===== src/rtl/dispense_ctrl.sv =====
// ============================================================================
// Module   : dispense_ctrl
// Purpose  : Vend sequencer: motor run, drop confirmation with timeout,
//            change or full-refund payout as coin pulses.
// Revision : 1.0  initial release
// ============================================================================
`default_nettype none

module dispense_ctrl #(
  parameter int PRICE_A        = 2,
  parameter int PRICE_B        = 3,
  parameter int MOTOR_CYCLES   = 8,
  parameter int TIMEOUT_CYCLES = 32
) (
  input  logic       clk,
  input  logic       reset,
  input  logic       vendA,
  input  logic       vendB,
  input  logic [3:0] total,
  input  logic       sensor_caida,
  output logic       motorA,
  output logic       motorB,
  output logic       cambio_pulso,
  output logic [3:0] cambio_pend,
  output logic       busy,
  output logic       entregado,
  output logic       falla
);

  typedef enum logic [2:0] {
    S_IDLE      = 3'd0,
    S_MOTOR     = 3'd1,
    S_WAIT_DROP = 3'd2,
    S_CHANGE_HI = 3'd3,
    S_CHANGE_LO = 3'd4,
    S_DONE      = 3'd5
  } state_t;

  // One counter is shared by the motor run and the drop timeout.
  localparam int c_CNT_MAX = (MOTOR_CYCLES > TIMEOUT_CYCLES) ? MOTOR_CYCLES : TIMEOUT_CYCLES;
  localparam int c_CNT_W   = $clog2(c_CNT_MAX + 1);

  localparam logic [c_CNT_W-1:0] c_MOTOR_LAST   = c_CNT_W'(MOTOR_CYCLES - 1);
  localparam logic [c_CNT_W-1:0] c_TIMEOUT_LAST = c_CNT_W'(TIMEOUT_CYCLES - 1);
  localparam logic [c_CNT_W-1:0] c_CNT_ONE      = c_CNT_W'(1);
  localparam logic [3:0]         c_PRICE_A      = 4'(PRICE_A);
  localparam logic [3:0]         c_PRICE_B      = 4'(PRICE_B);

  state_t               r_state;
  logic [c_CNT_W-1:0]   r_cnt;
  logic                 r_drop_seen;
  logic [3:0]           r_refund;
  logic [3:0]           r_pend;
  logic                 r_motor_a;
  logic                 r_motor_b;
  logic                 r_pulso;
  logic                 r_busy;
  logic                 r_entregado;
  logic                 r_falla;

  logic [3:0]           w_price;
  logic [3:0]           w_change;

  // B wins when both requests arrive together; change saturates at zero.
  assign w_price  = vendB ? c_PRICE_B : c_PRICE_A;
  assign w_change = (total >= w_price) ? (total - w_price) : 4'd0;

  always_ff @(posedge clk) begin
    if (reset) begin
      r_state     <= S_IDLE;
      r_cnt       <= '0;
      r_drop_seen <= 1'b0;
      r_refund    <= 4'd0;
      r_pend      <= 4'd0;
      r_motor_a   <= 1'b0;
      r_motor_b   <= 1'b0;
      r_pulso     <= 1'b0;
      r_busy      <= 1'b0;
      r_entregado <= 1'b0;
      r_falla     <= 1'b0;
    end else begin
      r_pulso     <= 1'b0;
      r_entregado <= 1'b0;
      r_falla     <= 1'b0;
      case (r_state)
        S_IDLE: begin
          if (vendA || vendB) begin
            r_pend      <= w_change;
            r_refund    <= total;
            r_drop_seen <= 1'b0;
            r_cnt       <= '0;
            r_motor_a   <= ~vendB;
            r_motor_b   <= vendB;
            r_busy      <= 1'b1;
            r_state     <= S_MOTOR;
          end
        end

        S_MOTOR: begin
          if (sensor_caida) begin
            r_drop_seen <= 1'b1;
          end
          if (r_cnt == c_MOTOR_LAST) begin
            r_motor_a <= 1'b0;
            r_motor_b <= 1'b0;
            r_cnt     <= '0;
            // A drop in the final motor cycle still counts as seen.
            if (r_drop_seen || sensor_caida) begin
              r_pulso <= (r_pend != 4'd0);
              r_state <= S_CHANGE_HI;
            end else begin
              r_state <= S_WAIT_DROP;
            end
          end else begin
            r_cnt <= r_cnt + c_CNT_ONE;
          end
        end

        S_WAIT_DROP: begin
          if (sensor_caida) begin
            r_pulso <= (r_pend != 4'd0);
            r_state <= S_CHANGE_HI;
          end else if (r_cnt == c_TIMEOUT_LAST) begin
            r_falla <= 1'b1;
            r_pend  <= r_refund;
            r_pulso <= (r_refund != 4'd0);
            r_state <= S_CHANGE_HI;
          end else begin
            r_cnt <= r_cnt + c_CNT_ONE;
          end
        end

        S_CHANGE_HI: begin
          if (r_pend == 4'd0) begin
            r_entregado <= 1'b1;
            r_state     <= S_DONE;
          end else begin
            r_pend  <= r_pend - 4'd1;
            r_state <= S_CHANGE_LO;
          end
        end

        S_CHANGE_LO: begin
          r_pulso <= (r_pend != 4'd0);
          r_state <= S_CHANGE_HI;
        end

        S_DONE: begin
          r_busy  <= 1'b0;
          r_state <= S_IDLE;
        end

        default: begin
          r_motor_a <= 1'b0;
          r_motor_b <= 1'b0;
          r_busy    <= 1'b0;
          r_state   <= S_IDLE;
        end
      endcase
    end
  end

  assign motorA       = r_motor_a;
  assign motorB       = r_motor_b;
  assign cambio_pulso = r_pulso;
  assign cambio_pend  = r_pend;
  assign busy         = r_busy;
  assign entregado    = r_entregado;
  assign falla        = r_falla;

endmodule

`default_nettype wire


===== config.mk =====
export PLATFORM = sky130hd
export DESIGN_NAME = dispense_ctrl
export DESIGN_NICKNAME = d
export VERILOG_FILES = /design/src/rtl/dispense_ctrl.sv
export SDC_FILE = /design/constraint.sdc
export NUM_CORES = 1
export LEC_CHECK = 0
export ABC_CLOCK_PERIOD_IN_PS = 2700
export BUFFER_PORTS_ARGS = -buffer_cell sky130_fd_sc_hd__buf_2
export CORE_AREA = 2 2 64 66
export DETAILED_ROUTE_END_ITERATION = 10
export DIE_AREA = 0 0 66 68
export MAX_ROUTING_LAYER = met4
export SLEW_MARGIN = 25
export SYNTH_ARGS = -nofsm -noshare
export SYNTH_HDL_FRONTEND = slang
export SYNTH_SLANG_ARGS = --single-unit

===== constraint.sdc =====
create_clock -name clk -period 2.7 [get_ports clk]
set_input_delay 0.675 -clock clk [delete_from_list [all_inputs] [get_ports clk]]
set_output_delay 0.675 -clock clk [all_outputs]
set_load 0.1 [all_outputs]

==> results of run 1 <==
## per-layer routing
metal  up-vias  track usage [%]
met5         -                -
met4         0             5.36
met3         5             1.97
met2        27             24.7
met1       620             26.7
li1        707                -
## power by group
group	switching [W]	total, W	internal, W
sequential	0.0000320	0.000414	0.000382
clock	0.000121	0.000252	0.000130
combinational	0.000221	0.000322	0.000100
total	0.000375	0.000988	0.000613
## final timing paths
check,end,slack [ps],startpoint
max,cambio_pulso$_SDFF_PP0_,620,r_cnt[0]$_SDFFE_PP0P_
min,busy$_SDFFE_PP0P_,470,busy$_SDFFE_PP0P_
max reg2reg,cambio_pulso$_SDFF_PP0_,620,r_cnt[0]$_SDFFE_PP0P_
min reg2reg,busy$_SDFFE_PP0P_,470,busy$_SDFFE_PP0P_
## state kept, by name (all words and copies together) (netlist names)
signal / flops
r_cnt: 6
entregado: 1
motorB: 1
r_drop_seen: 1
motorA: 1
cambio_pend: 4
busy: 1
r_state: 3
falla: 1
r_refund: 4
cambio_pulso: 1
## stage by stage
stage	worst slack, ps	power [W]	hold WS (ps)	util (%)
2_1_floorplan	358	0.000673	474	-
3_3_place_gp	445	0.000742	448	41.7
3_5_place_dp	422	0.000742	447	41.7
4_1_cts	640	0.000990	464	43.2
5_1_grt	534	0.00104	479	43.2
6_report	619	0.000988	466	43.2
## worst min-delay path, delay by kind of cell, from the launching register on
kind | cells | cell delay [ps]
AND/OR/NAND/NOR | 1 | 50
flip-flops | 1 | 320
AO/OA/AOI/OAI | 1 | 60
## placed cells by master, fill, tap and decap left out, types with 5 or more instances in the layout
master and count:
buf_2 18, nor2_1 15, inv_1 10, nand2_1 8, nor3_1 9, o211ai_1 7
ha_1 5, dfxtp_1 24, o21ai_0 5, or3_1 5, nand3_1 8, mux2i_1 7
a21oi_1 16
## cell type report
type | count | share of cell area, %
tap | 50 | 3.76
inverter | 10 | 2.26
multi-input combinational | 137 | 54.6
sequential | 24 | 28.9
timing repair buffer | 22 | 7.22
clock buffer | 4 | 3.31
## logic make-up after synthesis
logic type                 count (synthesis)  synth area share [%]
AOI/OAI and AO/OA                         54                  25.8
xor gates and xnor gates                   2                  1.19
adders and majority gates                  5                  4.26
buffers and inverters                     21                  5.37
DFF                                       24                  32.7
muxes                                      7                  4.77
and+or+nand+nor                           69                  25.8
==> results_dict.tcl, run 1 <==
set metrics [dict create \
    yosys-top-cells-area "dfxtp_1, a21oi_1, mux2i_1" \
    ant_nets 0 \
    multi_input_area_um2 908 \
    vias 1359 \
    wl_met2_um 1440 \
    post-cts-setup-buffers 0 \
    postCtsHoldBufs 0 \
    synth_common_cells "dfxtp_1, a21oi_1, nor2_1" \
    layout-drive-gt1-share_pct 16.8 \
    critPathKind "flip-flop to flip-flop" \
    die_w_um 66 \
    cp_data_required_time_ps 2890 \
    h-tree-depth 1 \
    grt_pass1_wl_um 6100 \
    drt_pass1_iterations 4 \
    yosysMostFrequentCell "dfxtp_1" \
    hold_violations 0 \
    worst_path_largest_cell_delay_ps 500 \
    wirelength_um 3490 \
    cts-root-buf "clkbuf_8" \
    final_max_slew_viol_count 0 \
    fill_cells 414 \
    finish.instance_area_mm2 0.00166 \
    crit_buf_inv 0 \
    p_leak_nw 0.675 \
    syn_inst 182 \
    core_region_area_mm2 0.00386 \
    crit_cells 5 \
    n_antenna_cell 0 \
    stdcell_count 247 \
    ys_warn_count 0 \
    highest_layer "met4" \
    grt_usage_pct 17.7 \
    worstSkewPairLatency_ps 270 \
    maxCapViolCount 0 \
    fin_tns_setup_ps 0 \
    port_buffers 18 \
    rows 23 \
    synthArstFlopShare_pct 0 \
    avgSynthCellArea_um2 8.06 \
    grt_pass1_vias 1270 \
    cp-end-kind "flip-flop" \
    hpwl_um 2540 \
    synth_seq_cells 24 \
    synth_top_cell_area_share_pct 32.7 \
    worst_path_max_delay_cell "or4b_4" \
    dieArea_mm2 0.00449 \
    ys.flop_type "dfxtp_1" \
    crit_chain "ha_1, or4b_4, or2_0, or3_1, a221oi_2" \
    hold_depth 2 \
    rsz0062_at_grt "no" \
    avgRoutedWirePerCell_um 14.1 \
    clock-sinks 24 \
    p_per_area_mw_per_mm2 594 \
    synth_edf_count 0 \
    io_pins 19 \
    routabilityCongestion 0.814 \
    ys_seq_area_share_pct 32.7 \
    cts_resized 0 \
    setup_viol 0 \
    outcome "finished, final reports clean" \
    syn_nets 196 \
    fmax_mhz 481 \
    crit_fanout 6 \
    critPathTopFamily "simple AND/OR/NAND/NOR gates" \
    grt_start_max_net_pins 18 \
    wl_met1_um 1890 \
    worstMarginPinSlew_ps 657 \
    drc 0 \
    final_net_count 212 \
    cts_tree "done" \
    period_share_pct 77.1 \
    place_area_mm2 0.00161 \
    fin_worst_skew_ps 3.15 \
    cts_buffers 3 \
    slew_headroom_pct 56.0 \
    critical_path_arrival_ps 2270 \
    r2r_cells 5 \
    yosysUniqueCellTypes 50 \
    place_inst 243 \
    min_period_ps 2080 \
    hold_class "flip-flop to flip-flop" \
    regArea_um2 480 \
    area_delta_synth_final_pct 13.4 \
    via_per_inst 5.50 \
    yosys.area.top_type "dfxtp_1" \
    wl_met3_um 117 \
    grt_overflow_total 0 \
    ir_drop_mv 0.288 \
    antenna_found_initial 0 \
    clock_path_buffers 2 \
    crit_path_start_kind "flip-flop" \
    drt_iter0_drc 71 \
    die_h_um 68 \
    syn_area_mm2 0.00147 \
    start_util_pct 38.1 \
    cts.clk_slew.worst_paths_ps 90 \
]
(Power assumes the default switching activity.)
==> inputs of run 2 (changes only) <==
--- a/config.mk
+++ b/config.mk
@@ -5,11 +5,12 @@
 export SDC_FILE = /design/constraint.sdc
 export NUM_CORES = 1
 export LEC_CHECK = 0
-export ABC_CLOCK_PERIOD_IN_PS = 2700
+export ABC_AREA = 1
+export ABC_CLOCK_PERIOD_IN_PS = 2000
 export BUFFER_PORTS_ARGS = -buffer_cell sky130_fd_sc_hd__buf_2
-export CORE_AREA = 2 2 64 66
+export CORE_AREA = 2 2 66 68
 export DETAILED_ROUTE_END_ITERATION = 10
-export DIE_AREA = 0 0 66 68
+export DIE_AREA = 0 0 68 70
 export MAX_ROUTING_LAYER = met4
 export SLEW_MARGIN = 25
 export SYNTH_ARGS = -nofsm -noshare
==> constraint.sdc (replaced) <==
create_clock -name clk -period 2 [get_ports clk]
set_input_delay 0.5 -clock clk [delete_from_list [all_inputs] [get_ports clk]]
set_output_delay 0.5 -clock clk [all_outputs]
set_load 0.1 [all_outputs]
==> run 2 against run 1 <==
Against the previous run: via count rose by 8.2%; core utilization fell by 1.1 points; register-to-register slack got worse by 220 ps; first-iteration DRC count fell by 13%; power rose to 2.7 times the previous value; cell count rose by 23%; die area rose by 6.1%; critical path type is now flip-flop to output port; critical endpoint is now cambio_pend[2].
==> results_dict.tcl, run 2 <==
set metrics [dict create \
    outcome "finished, final reports clean" \
    cts_resized 0 \
    drt_pass1_iterations 4 \
    die_h_um 70 \
    critPathTopFamily "buffers and inverters" \
    crit_fanout 5 \
    n_antenna_cell 0 \
    cp_data_required_time_ps 1500 \
    syn_inst 230 \
    setup_viol 0 \
    port_buffers 18 \
    syn_area_mm2 0.00154 \
    ys_seq_area_share_pct 31.2 \
    antenna_found_initial 0 \
    hold_violations 0 \
    worst_path_largest_cell_delay_ps 450 \
    maxCapViolCount 0 \
    area_delta_synth_final_pct 13.0 \
    cts_buffers 3 \
    syn_nets 244 \
    drc 0 \
    hold_class "input pin to flip-flop" \
    yosysUniqueCellTypes 28 \
    synth_common_cells "nand2_1, nor2_1, inv_1" \
    slew_headroom_pct 64.9 \
    synth_edf_count 0 \
    p_leak_nw 0.847 \
    worstSkewPairLatency_ps 280 \
    clock-sinks 24 \
    place_inst 299 \
    min_period_ps 1630 \
    synth_top_cell_area_share_pct 31.2 \
    stdcell_count 303 \
    layout_common_cells "nand2_1, nor2_1, inv_1, dfxtp_1, nand3_1" \
    routabilityCongestion 0.863 \
    ys.flop_type "dfxtp_1" \
    whs_ps 450 \
    final_core_util_pct 42.0 \
    io_pins 19 \
    yosysMostFrequentCell "nand2_1" \
    avgRoutedWirePerCell_um 11.7 \
    crit_buf_inv 1 \
    grt_overflow_total 0 \
    largest_reg_flops 6 \
    period_share_pct 81.6 \
    yosys-top-cells-area "dfxtp_1, nand2_1, nor2_1" \
    cts_tree "done" \
    postCtsHoldBufs 0 \
    grt_pass1_vias 1402 \
    worstMarginPinSlew_ps 525 \
    rows 24 \
    synth_seq_cells 24 \
    yosys.area.top_type "dfxtp_1" \
    crit_path_start_kind "flip-flop" \
    wirelength_um 3530 \
    fin_tns_setup_ps 0 \
    hpwl_um 2790 \
    dieArea_mm2 0.00476 \
    die_w_um 68 \
    final_max_slew_viol_count 0 \
    core_region_area_mm2 0.00414 \
    vias 1470 \
    drt_iter0_drc 62 \
    crit_chain "buf_2" \
    regMostFlops "r_cnt" \
    worst_path_max_delay_cell "buf_2" \
    avgSynthCellArea_um2 6.70 \
    start_util_pct 37.2 \
    layout-drive-gt1-share_pct 19.1 \
    ir_drop_mv 0.560 \
    ant_nets 0 \
    grt_usage_pct 17.1 \
    layout_commonest_cell "nand2_1" \
    post-cts-setup-buffers 0 \
    critPathKind "flip-flop to output port" \
    p_per_area_mw_per_mm2 1550 \
    grt_start_max_net_pins 15 \
    cp-end-kind "output port" \
    synthArstFlopShare_pct 0 \
    cts-root-buf "clkbuf_8" \
    final_net_count 266 \
    h-tree-depth 1 \
    fin_worst_skew_ps 6.17 \
    ys_warn_count 0 \
    fmax_mhz 613 \
    clock_path_buffers 2 \
    cts.clk_slew.worst_paths_ps 90 \
    rsz0062_at_grt "no" \
    critical_path_arrival_ps 1130 \
    grt_pass1_wl_um 6130 \
    via_per_inst 4.85 \
]
[run 2: cell count changes in the layout (fill, tap and decap cells not counted), sizes merged, moves of 8 or more]
cell | previous run | this run
nor2 | 15 | 36
nor3 | 10 | 2
inv | 10 | 29
nand3 | 8 | 25
o21ai | 5 | 20
nand2 | 8 | 58
[run 2: area by class of cell]
class	count	area (um^2)
clock buffer	4	55.1
fill	446	2400
inverter	30	118
multi-input combinational	173	917
sequential	24	482
tap	52	65.1
timing repair buffer	20	105
[run 2: stage by stage]
step	worst slack, ps	power (W)	instance area (um^2)
6_report	368	0.00271	1740
3_5_place_dp	252	0.00238	1690
4_1_cts	364	0.00273	1740
3_3_place_gp	313	0.00237	1690
5_1_grt	264	0.00294	1740
2_1_floorplan	61.8	0.00210	1540
[run 2: kinds of logic after synthesis]
kind of cell	share of synthesized area (%)
AO/OA/AOI/OAI	11.9
XOR/XNOR	1.70
adder cells (fa/ha/maj)	4.06
buffers and inverters	9.33
flip-flops	31.2
AND/OR/NAND/NOR	41.8
[run 2: worst paths after layout]
path	start	to	slack [ps]	cells past startpoint
max	cambio_pend[2]$_SDFFE_PP0P_	cambio_pend[2]	370	1
min	sensor_caida	falla$_SDFF_PP0_	450	2
max reg2reg	r_cnt[0]$_SDFFE_PP0P_	cambio_pend[0]$_SDFFE_PP0P_	400	8
min reg2reg	motorB$_SDFFE_PP0P_	motorB$_SDFFE_PP0P_	460	2
[run 2: metal layers]
layer / track usage, % / vias to the layer above / share of wire (%)
li1: - / 783 / -
met1: 21.6 / 646 / 46
met2: 25.9 / 28 / 47
met3: 1.93 / 13 / 2.6
met4: 9.78 / 0 / 4.1
met5: - / - / 0
[run 2: power breakdown]
group / internal [W] / switching (W)
clock network: 0.000176 / 0.000166
logic: 0.000449 / 0.00114
registers: 0.000620 / 0.000157
total: 0.00125 / 0.00146
==> inputs of run 3 (changes only) <==
--- a/config.mk
+++ b/config.mk
@@ -6,7 +6,7 @@
 export NUM_CORES = 1
 export LEC_CHECK = 0
 export ABC_AREA = 1
-export ABC_CLOCK_PERIOD_IN_PS = 2000
+export ABC_CLOCK_PERIOD_IN_PS = 1600
 export BUFFER_PORTS_ARGS = -buffer_cell sky130_fd_sc_hd__buf_2
 export CORE_AREA = 2 2 66 68
 export DETAILED_ROUTE_END_ITERATION = 10
==> constraint.sdc (replaced) <==
create_clock -name clk -period 1.6 [get_ports clk]
set_input_delay 0.4 -clock clk [delete_from_list [all_inputs] [get_ports clk]]
set_output_delay 0.4 -clock clk [all_outputs]
set_load 0.1 [all_outputs]
==> run 3 against run 2 <==
Against the previous run: worst hold slack worse by 110 ps; core utilization grew 1.1 points; critical path depth unchanged; global-route usage shrank 0.089 points; sequential share of layout area down 0.18 points; final area is 2.7% higher; largest cell class unchanged; highest routed layer unchanged.
==> results_dict.tcl, run 3 (synthesis results as in run 2) <==
set metrics [dict create \
    core_region_area_mm2 0.00414 \
    grt_pass1_vias 1359 \
    multi_input_area_um2 925 \
    avgRoutedWirePerCell_um 11.5 \
    regMostFlops "r_cnt" \
    grt_pass1_wl_um 6040 \
    final_max_slew_viol_count 0 \
    area_delta_synth_final_pct 16.1 \
    critPathKind "flip-flop to output port" \
    antenna_found_initial 0 \
    clock_path_buffers 2 \
    ant_nets 0 \
    n_antenna_cell 0 \
    start_util_pct 37.2 \
    cts_buffers 3 \
    h-tree-depth 1 \
    cts_tree "done" \
    routabilityCongestion 0.836 \
    worst_path_max_delay_cell "buf_2" \
    rows 24 \
    p_per_area_mw_per_mm2 1920 \
    maxCapViolCount 0 \
    drt_pass1_iterations 4 \
    critPathTopFamily "buffers and inverters" \
    busiest_layer "met2" \
    crit_path_start_kind "flip-flop" \
    critical_path_arrival_ps 1090 \
    hpwl_um 2810 \
    largest_reg_flops 6 \
    cp-end-kind "output port" \
    die_h_um 70 \
    final_core_util_pct 43.2 \
    rsz0062_at_grt "no" \
    worstSkewPairLatency_ps 280 \
    fin_worst_skew_ps 5.09 \
    pwr-share-comb_pct 59.0 \
    via_per_inst 4.78 \
    die_w_um 68 \
    post-cts-setup-buffers 0 \
    p_sw_w 0.00183 \
    final_net_count 270 \
    grt_usage_pct 17.0 \
    worst_path_largest_cell_delay_ps 430 \
    r2r_cells 8 \
    use_met1_pct 21.5 \
    worstMarginPinSlew_ps 489 \
    layout_common_cells "nand2_1, nor2_1, inv_1, nand3_1, buf_2" \
    fin_tns_setup_ps 0 \
    regArea_um2 492 \
    ir_drop_mv 0.858 \
    crit_fanout 5 \
    wirelength_um 3520 \
    use_met3_pct 2.09 \
    whs_ps 336 \
    fmax_mhz 672 \
    setup_viol 0 \
    hold_class "input pin to flip-flop" \
    grt_start_max_net_pins 15 \
    vias 1466 \
    p_seq_share_pct 28.3 \
    crit_cells 1 \
    p_int_w 0.00160 \
    use_met2_pct 26.8 \
    layout_commonest_cell "nand2_1" \
    dieArea_mm2 0.00476 \
    period_share_pct 93.0 \
    fill_cells 449 \
    clock-sinks 24 \
    hold_violations 0 \
    grt_overflow_total 0 \
    crit_chain "buf_2" \
    cts-root-buf "clkbuf_8" \
    min_period_ps 1490 \
    crit_buf_inv 1 \
    drt_iter0_drc 69 \
    slew_headroom_pct 67.6 \
    drc 0 \
    outcome "finished, final reports clean" \
    p_sw_share_pct 53.3 \
    power_frac_clock_pct 12.7 \
    io_pins 19 \
    hold_depth 2 \
    port_buffers 18 \
    cts.clk_slew.worst_paths_ps 90 \
    layout-drive-gt1-share_pct 23.5 \
    p_leak_nw 0.870 \
    cp_data_required_time_ps 1200 \
]
run 3: cell types whose count changed in the layout (fill, tap and decap cells not counted), sizes merged:
| cell | before | now |
|---|---|---|
| buf | 20 | 24 |
run 3: per-stage QoR:
step | power (W) | instance area (um^2) | std cells | setup slack [ps]
finish | 0.00343 | 1790 | 307 | 113
floorplan | 0.00264 | 1550 | 230 | 12.0
CTS | 0.00345 | 1780 | 307 | 38.1
global route | 0.00373 | 1790 | 307 | 0.857
detailed placement | 0.00301 | 1720 | 303 | -65.2
global placement | 0.00301 | 1720 | 303 | 4.60
run 3: worst reg2reg max path: cells and delay by family (launching register included):
kind            cells  cell delay (ps)
compound gates      1              140
fa+ha+maj           1              200
flops               1              370
simple gates        6              680
run 3: final cells by class:
| type | instances | share of cell area [%] |
|---|---|---|
| flip-flops and latches | 24 | 27.5 |
| well taps | 52 | 3.64 |
| clock buffers | 4 | 3.08 |
| inverters | 30 | 6.57 |
| multi-input cells | 173 | 51.7 |
| repair buffers | 24 | 7.55 |
run 3: layer usage:
| metal | vias up | part of all wire (%) |
|---|---|---|
| li1 | 792 | - |
| met1 | 647 | 47 |
| met2 | 20 | 48 |
| met3 | 7 | 2.7 |
| met4 | 0 | 2.7 |
| met5 | - | 0 |
run 3: repair_timing:
action | CTS | global route
endpoints found under the setup margin | 0 | 11
hold buffers | 0 | 0
gates resized for setup | 0 | 6
run 3: power by group through the flow:
stage | combinational, W | clock, W | sequential (W)
after floorplan | 0.00123 | 0 | 0.00140
after global placement | 0.00203 | 0 | 0.000978
after detailed placement | 0.00203 | 0 | 0.000981
after CTS | 0.00204 | 0.000442 | 0.000969
after global routing | 0.00227 | 0.000466 | 0.000998
final | 0.00202 | 0.000435 | 0.000971
run 3: path summary, 6_finish.rpt:
path                           end                         from  slack [ps]
max                 cambio_pend[2]  cambio_pend[2]$_SDFFE_PP0P_         110
min               falla$_SDFF_PP0_                 sensor_caida         340
max reg2reg  r_cnt[2]$_SDFFE_PP0P_        r_cnt[1]$_SDFFE_PP0P_         120
min reg2reg    motorB$_SDFFE_PP0P_          motorB$_SDFFE_PP0P_         460
